**src/rtl/bi_mem_wm_arbiter_if.sv**
```systemverilog
// Requester and memory-side bundle for the round-robin BiMemWm arbiter.
// slave is the arbiter view; master is the clients-plus-memory view.
interface bi_mem_wm_arbiter_if #(
    parameter int PORTS  = 2,
    parameter int WIDTH  = 16,
    parameter int HEIGHT = 16,
    parameter int MASK   = 4
);
    localparam int AW = $clog2(HEIGHT);

    logic [PORTS-1:0]       req_i;
    logic [PORTS-1:0]       isWrite_i;
    logic [PORTS*MASK-1:0]  writeMask_i;
    logic [PORTS*AW-1:0]    addr_i;
    logic [PORTS*WIDTH-1:0] writeData_i;
    logic [PORTS-1:0]       gnt_o;
    logic [PORTS-1:0]       rValid_o;
    logic [WIDTH-1:0]       readData_o;
    logic                   memEnable_o;
    logic                   memIsWrite_o;
    logic [MASK-1:0]        memWriteMask_o;
    logic [AW-1:0]          memAddr_o;
    logic [WIDTH-1:0]       memWriteData_o;
    logic [WIDTH-1:0]       memReadData_i;
    logic                   memHold_i;

    modport slave (
        input  req_i, isWrite_i, writeMask_i, addr_i, writeData_i,
        input  memReadData_i, memHold_i,
        output gnt_o, rValid_o, readData_o,
        output memEnable_o, memIsWrite_o, memWriteMask_o,
        output memAddr_o, memWriteData_o
    );

    modport master (
        output req_i, isWrite_i, writeMask_i, addr_i, writeData_i,
        output memReadData_i, memHold_i,
        input  gnt_o, rValid_o, readData_o,
        input  memEnable_o, memIsWrite_o, memWriteMask_o,
        input  memAddr_o, memWriteData_o
    );
endinterface

```
**src/rtl/bi_mem_wm_arbiter.sv**
```systemverilog
// Round-robin arbiter sharing one write-masked single-port memory.
// Locks the selected requester across memHold_i stalls; routes reads back.
module bi_mem_wm_arbiter #(
    parameter int PORTS   = 2,
    parameter int WIDTH   = 16,
    parameter int HEIGHT  = 16,
    parameter int MASK    = 4,
    parameter int LATENCY = 1
) (
    input  logic              clk_i,
    input  logic              rst_i,
    bi_mem_wm_arbiter_if.slave bus
);
    localparam int AW = $clog2(HEIGHT);
    localparam int PW = $clog2(PORTS);

    typedef enum logic {
        IDLE,
        LOCKED
    } state_t;

    state_t          state;
    logic [PW-1:0]   prio;
    logic [PW-1:0]   lock_idx;
    logic [PW-1:0]   sel;
    logic [PW-1:0]   sel_hi;
    logic [PW-1:0]   sel_lo;
    logic            hit_hi;
    logic            any_req;
    logic            accept;
    logic [LATENCY-1:0] rp_valid;
    logic [PW-1:0]   rp_idx [LATENCY];

    // Lowest requester at or above prio, else lowest overall (the wrap).
    always_comb begin
        sel_hi = '0;
        sel_lo = '0;
        hit_hi = 1'b0;
        for (int j = PORTS - 1; j >= 0; j--) begin
            if (bus.req_i[j] && j >= int'(prio)) begin
                sel_hi = PW'(j);
                hit_hi = 1'b1;
            end
            if (bus.req_i[j]) begin
                sel_lo = PW'(j);
            end
        end
        if (rst_i) begin
            sel = '0;
        end else if (state == LOCKED) begin
            sel = lock_idx;
        end else begin
            sel = hit_hi ? sel_hi : sel_lo;
        end
    end

    assign any_req = (|bus.req_i) && !rst_i;
    assign accept  = any_req && !bus.memHold_i;

    assign bus.memEnable_o    = any_req;
    assign bus.memIsWrite_o   = bus.isWrite_i[sel];
    assign bus.memWriteMask_o = bus.writeMask_i[int'(sel)*MASK +: MASK];
    assign bus.memAddr_o      = bus.addr_i[int'(sel)*AW +: AW];
    assign bus.memWriteData_o = bus.writeData_i[int'(sel)*WIDTH +: WIDTH];
    assign bus.gnt_o          = accept ? (PORTS'(1) << sel) : '0;

    always_ff @(posedge clk_i) begin
        if (rst_i) begin
            state    <= IDLE;
            prio     <= '0;
            lock_idx <= '0;
            rp_valid <= '0;
        end else begin
            unique case (state)
                IDLE: begin
                    if (any_req && bus.memHold_i) begin
                        state    <= LOCKED;
                        lock_idx <= sel;
                    end
                end
                LOCKED: begin
                    if (accept) begin
                        state <= IDLE;
                    end
                end
                default: state <= IDLE;
            endcase
            if (accept) begin
                prio <= (sel == PW'(PORTS - 1)) ? '0 : sel + 1'b1;
            end
            rp_valid[0] <= accept && !bus.memIsWrite_o;
            for (int k = 1; k < LATENCY; k++) begin
                rp_valid[k] <= rp_valid[k-1];
            end
        end
    end

    always_ff @(posedge clk_i) begin
        rp_idx[0] <= sel;
        for (int k = 1; k < LATENCY; k++) begin
            rp_idx[k] <= rp_idx[k-1];
        end
    end

    assign bus.rValid_o = (rp_valid[LATENCY-1] && !rst_i)
                        ? (PORTS'(1) << rp_idx[LATENCY-1]) : '0;
    assign bus.readData_o = bus.memReadData_i;
endmodule

```
**src/flat_wrapper.sv**
```systemverilog
// flat-port wrapper written by rule: the top's interface ports become plain ports
module bi_mem_wm_arbiter_flat 
#(
    parameter int PORTS   = 2,
    parameter int WIDTH   = 16,
    parameter int HEIGHT  = 16,
    parameter int MASK    = 4,
    parameter int LATENCY = 1
)
  (clk_i, rst_i, bus_req_i, bus_isWrite_i, bus_writeMask_i, bus_addr_i, bus_writeData_i, bus_memReadData_i, bus_memHold_i, bus_gnt_o, bus_rValid_o, bus_readData_o, bus_memEnable_o, bus_memIsWrite_o, bus_memWriteMask_o, bus_memAddr_o, bus_memWriteData_o);
  bi_mem_wm_arbiter_if #(.PORTS(PORTS), .WIDTH(WIDTH), .HEIGHT(HEIGHT), .MASK(MASK)) bus_i ();
  input  logic clk_i;
  input  logic rst_i;
  input wire logic [$bits(bus_i.req_i)-1:0] bus_req_i;
  input wire logic [$bits(bus_i.isWrite_i)-1:0] bus_isWrite_i;
  input wire logic [$bits(bus_i.writeMask_i)-1:0] bus_writeMask_i;
  input wire logic [$bits(bus_i.addr_i)-1:0] bus_addr_i;
  input wire logic [$bits(bus_i.writeData_i)-1:0] bus_writeData_i;
  input wire logic [$bits(bus_i.memReadData_i)-1:0] bus_memReadData_i;
  input wire logic [$bits(bus_i.memHold_i)-1:0] bus_memHold_i;
  output wire logic [$bits(bus_i.gnt_o)-1:0] bus_gnt_o;
  output wire logic [$bits(bus_i.rValid_o)-1:0] bus_rValid_o;
  output wire logic [$bits(bus_i.readData_o)-1:0] bus_readData_o;
  output wire logic [$bits(bus_i.memEnable_o)-1:0] bus_memEnable_o;
  output wire logic [$bits(bus_i.memIsWrite_o)-1:0] bus_memIsWrite_o;
  output wire logic [$bits(bus_i.memWriteMask_o)-1:0] bus_memWriteMask_o;
  output wire logic [$bits(bus_i.memAddr_o)-1:0] bus_memAddr_o;
  output wire logic [$bits(bus_i.memWriteData_o)-1:0] bus_memWriteData_o;
  assign bus_i.req_i = bus_req_i;
  assign bus_i.isWrite_i = bus_isWrite_i;
  assign bus_i.writeMask_i = bus_writeMask_i;
  assign bus_i.addr_i = bus_addr_i;
  assign bus_i.writeData_i = bus_writeData_i;
  assign bus_i.memReadData_i = bus_memReadData_i;
  assign bus_i.memHold_i = bus_memHold_i;
  assign bus_gnt_o = bus_i.gnt_o;
  assign bus_rValid_o = bus_i.rValid_o;
  assign bus_readData_o = bus_i.readData_o;
  assign bus_memEnable_o = bus_i.memEnable_o;
  assign bus_memIsWrite_o = bus_i.memIsWrite_o;
  assign bus_memWriteMask_o = bus_i.memWriteMask_o;
  assign bus_memAddr_o = bus_i.memAddr_o;
  assign bus_memWriteData_o = bus_i.memWriteData_o;
  bi_mem_wm_arbiter #(.PORTS(PORTS), .WIDTH(WIDTH), .HEIGHT(HEIGHT), .MASK(MASK), .LATENCY(LATENCY)) u_core (.clk_i(clk_i), .rst_i(rst_i), .bus(bus_i));
endmodule
```
**config.mk**
```make
export PLATFORM = sky130hd
export DESIGN_NAME = bi_mem_wm_arbiter_flat
export DESIGN_NICKNAME = d
export VERILOG_FILES = /design/src/rtl/bi_mem_wm_arbiter_if.sv /design/src/rtl/bi_mem_wm_arbiter.sv /design/src/flat_wrapper.sv
export SDC_FILE = /design/constraint.sdc
export NUM_CORES = 1
export LEC_CHECK = 0
export BUFFER_PORTS_ARGS = -buffer_cell sky130_fd_sc_hd__buf_4
export CORE_MARGIN = 2
export CORE_UTILIZATION = 31
export DETAILED_ROUTE_END_ITERATION = 12
export GPL_TIMING_DRIVEN = 0
export PLACE_DENSITY = 0.87
export SYNTH_ARGS = -nofsm -noshare
export SYNTH_HDL_FRONTEND = slang
export SYNTH_SLANG_ARGS = --single-unit
```
**constraint.sdc**
```tcl
create_clock -name clk_i -period 2.2 [get_ports clk_i]
set_clock_uncertainty 0.05 [all_clocks]
set_input_delay 0.33 -clock clk_i [delete_from_list [all_inputs] [get_ports clk_i]]
set_output_delay 0.33 -clock clk_i [all_outputs]
set_load 0.005 [all_outputs]
```
==> reports/qor.txt <==
Run status = complete, no violations
Warnings from Yosys = 0
TritonCTS Sinks = 5
CTS tree = yes
Syn_nets = 145
Pin count of the biggest net entering global routing = 11
Final WL = 2630 um
DIE AREA = 2790 um2
Crit-path cells = nand2b_1 -> nand3b_1 -> a21o_1 -> buf_6 -> buf_12 -> mux2_4 -> buf_4
Setup TNS = 0 ns
Starting Density = 33.1%
#FFs+latches synth = 5
CTS buffer count = 3
Main synth FF type = dfxtp_1
Initial antenna violation count = 0
Max-cap violations = 0
Iter 0 DRT Violations = 5
Via density = 4.41
Die width = 52.8 um
Synth top area share = 32.5%
Critical path peak fanout = 10
Fillers = 176
Arrival time worst endpoint = 1.73 ns
Die Ht = 52.8 um
Crit path largest cell delay = 0.34 ns
Final hold violations = 0
Count of cell types in the netlist = 21
Worst skew pair latency = 0.24 ns
Dpl hpwl = 2320 um
Seq/Total Area, Yosys = 13.5%
Setup CP Type = reg2out
H-tree lvl count = 1
Post-CTS sizing = 0
Hold Crit Start = bus_isWrite_i[0]
Drt first pass iters = 4
Max rail drop VDD = 0.202 mV
Hold WC Path Type = in2reg
Synthesized area = 739 um2
I/O Buffers = 99
GRT Util Overall = 17.3%
Rows = 17
Fin crit share = 96.0%
Layout area overhead = 109%
Synth area leaders = mux2_4, buf_4, dfxtp_1, mux2_2, buf_6
Post-CTS setup buffer count = 0
Antenna diodes = 0
Pleak = 0.876 nW
Core ar. = 2230 um2
Post-Synthesis Cells = 74
Vias in the first global route = 878
Crit-path slowest cell = dfxtp_1
Fin crit period = 2.11 ns
Root Buffer Master = clkbuf_4
Routed len/inst = 12.8 um
Post-layout util = 69.1%
GP Congestion = 0.803
Gr ovfl total = 0
CP bufs+invs = 3
Worst-Margin Slew = 0.345 ns
Layout cells sized above 1 = 81.9%
WP data required = 1.82 ns
Area leader, netlist = mux2_4
EDFF count, synth = 0
Top cells by count, synth = buf_4, mux2_4, mux2_2
Io pins = 117
Unrepaired setup endpoints after global routing = false
Max Slew Vio Count = 0
Syn_area_per_cell = 9.99 um2
Slew headroom = 77.0%
Worst Setup SP = u_core.prio
Ys async rst share = 0%
CP Capture Type = primary output
Total Nets Final = 249
Fmax = 0.473 GHz
Reg-to-Reg Start = u_core.prio
Critical path launch point type = flop
Vias = 905
Clk slew on worst S/H paths = 0.04 ns
Post-route ant nets = 0
Clock Path Buffers = 2
Final setup violation count = 0
Hold_buf cts = 0
Drt drc = 0
Pwr per Cell Area = 320 nW/um2
First-pass GRT wire length = 3550 um
Crit-path leading delay family = buffers and inverters
-- logic make-up after synthesis --
kind of cell	count (synthesis)	share of synthesized area, %
muxes	24	44.7
buffers and inverters	21	23.0
and+or+nand+nor	15	11.2
AOI/OAI and AO/OA	9	7.61
DFF	5	13.5
-- through the flow --
step	area, um2	worst slack (ns)	instances	hold WS, ns	total power (W)
floorplan	739	0.576	74	0.380	0.000226
global placement	1520	0.295	201	0.413	0.000387
detailed placement	1520	0.267	201	0.455	0.000394
CTS	1540	0.0783	205	0.234	0.000501
global route	1540	0.00424	205	0.243	0.000527
finish	1540	0.0875	205	0.239	0.000494
-- where the power goes --
part | internal (W) | leakage (nW) | switching, W
logic | 0.000206 | 0.820 | 0.0000833
clock network | 0.0000685 | 0.0150 | 0.0000359
registers | 0.0000972 | 0.0412 | 0.00000368
-- final cells by class --
cell class / instances / area (um2) / area share [%]
plain buffers: 20 / 166 / 10.8
flip-flops and latches: 5 / 100 / 6.48
inverters: 1 / 3.75 / 0.243
repair buffers: 99 / 743 / 48.1
multi-input cells: 48 / 469 / 30.4
well taps: 28 / 35.0 / 2.27
clock buffers: 4 / 26.3 / 1.70
-- metal layers --
metal	wire length (um)	GRT usage (%)	up-vias
met4	44	8.55	0
met1	791	15.1	395
met2	1580	36.5	56
met5	0	0	-
li1	-	-	448
met3	216	2.57	6
-- cells in the final DEF, fill, tap and decap left out, types with 2 or more instances in the layout --
master | Yosys | final
buf_4 | 16 | 115
mux2_4 | 16 | 16
mux2_2 | 8 | 8
dfxtp_1 | 5 | 5
nor2_1 | 4 | 4
nand2_1 | 3 | 3
a21oi_1 | 3 | 3
clkbuf_4 | 0 | 3
nand2b_1 | 2 | 2
nand3b_1 | 2 | 2
clkbuf_1 | 1 | 2
a21o_1 | 2 | 2
buf_6 | 2 | 2
o21ai_0 | 2 | 2
-- worst paths after layout --
path              slack [ns]                     to  depth (start not counted)
setup / recovery        0.09  bus_memWriteData_o[4]                          7
setup reg to reg        0.77        u_core.rp_valid                          6
hold reg to reg         0.46        u_core.lock_idx                          2
hold / removal          0.24        u_core.rp_valid                          2
Note: power is estimated with default switching activity, not from simulation.
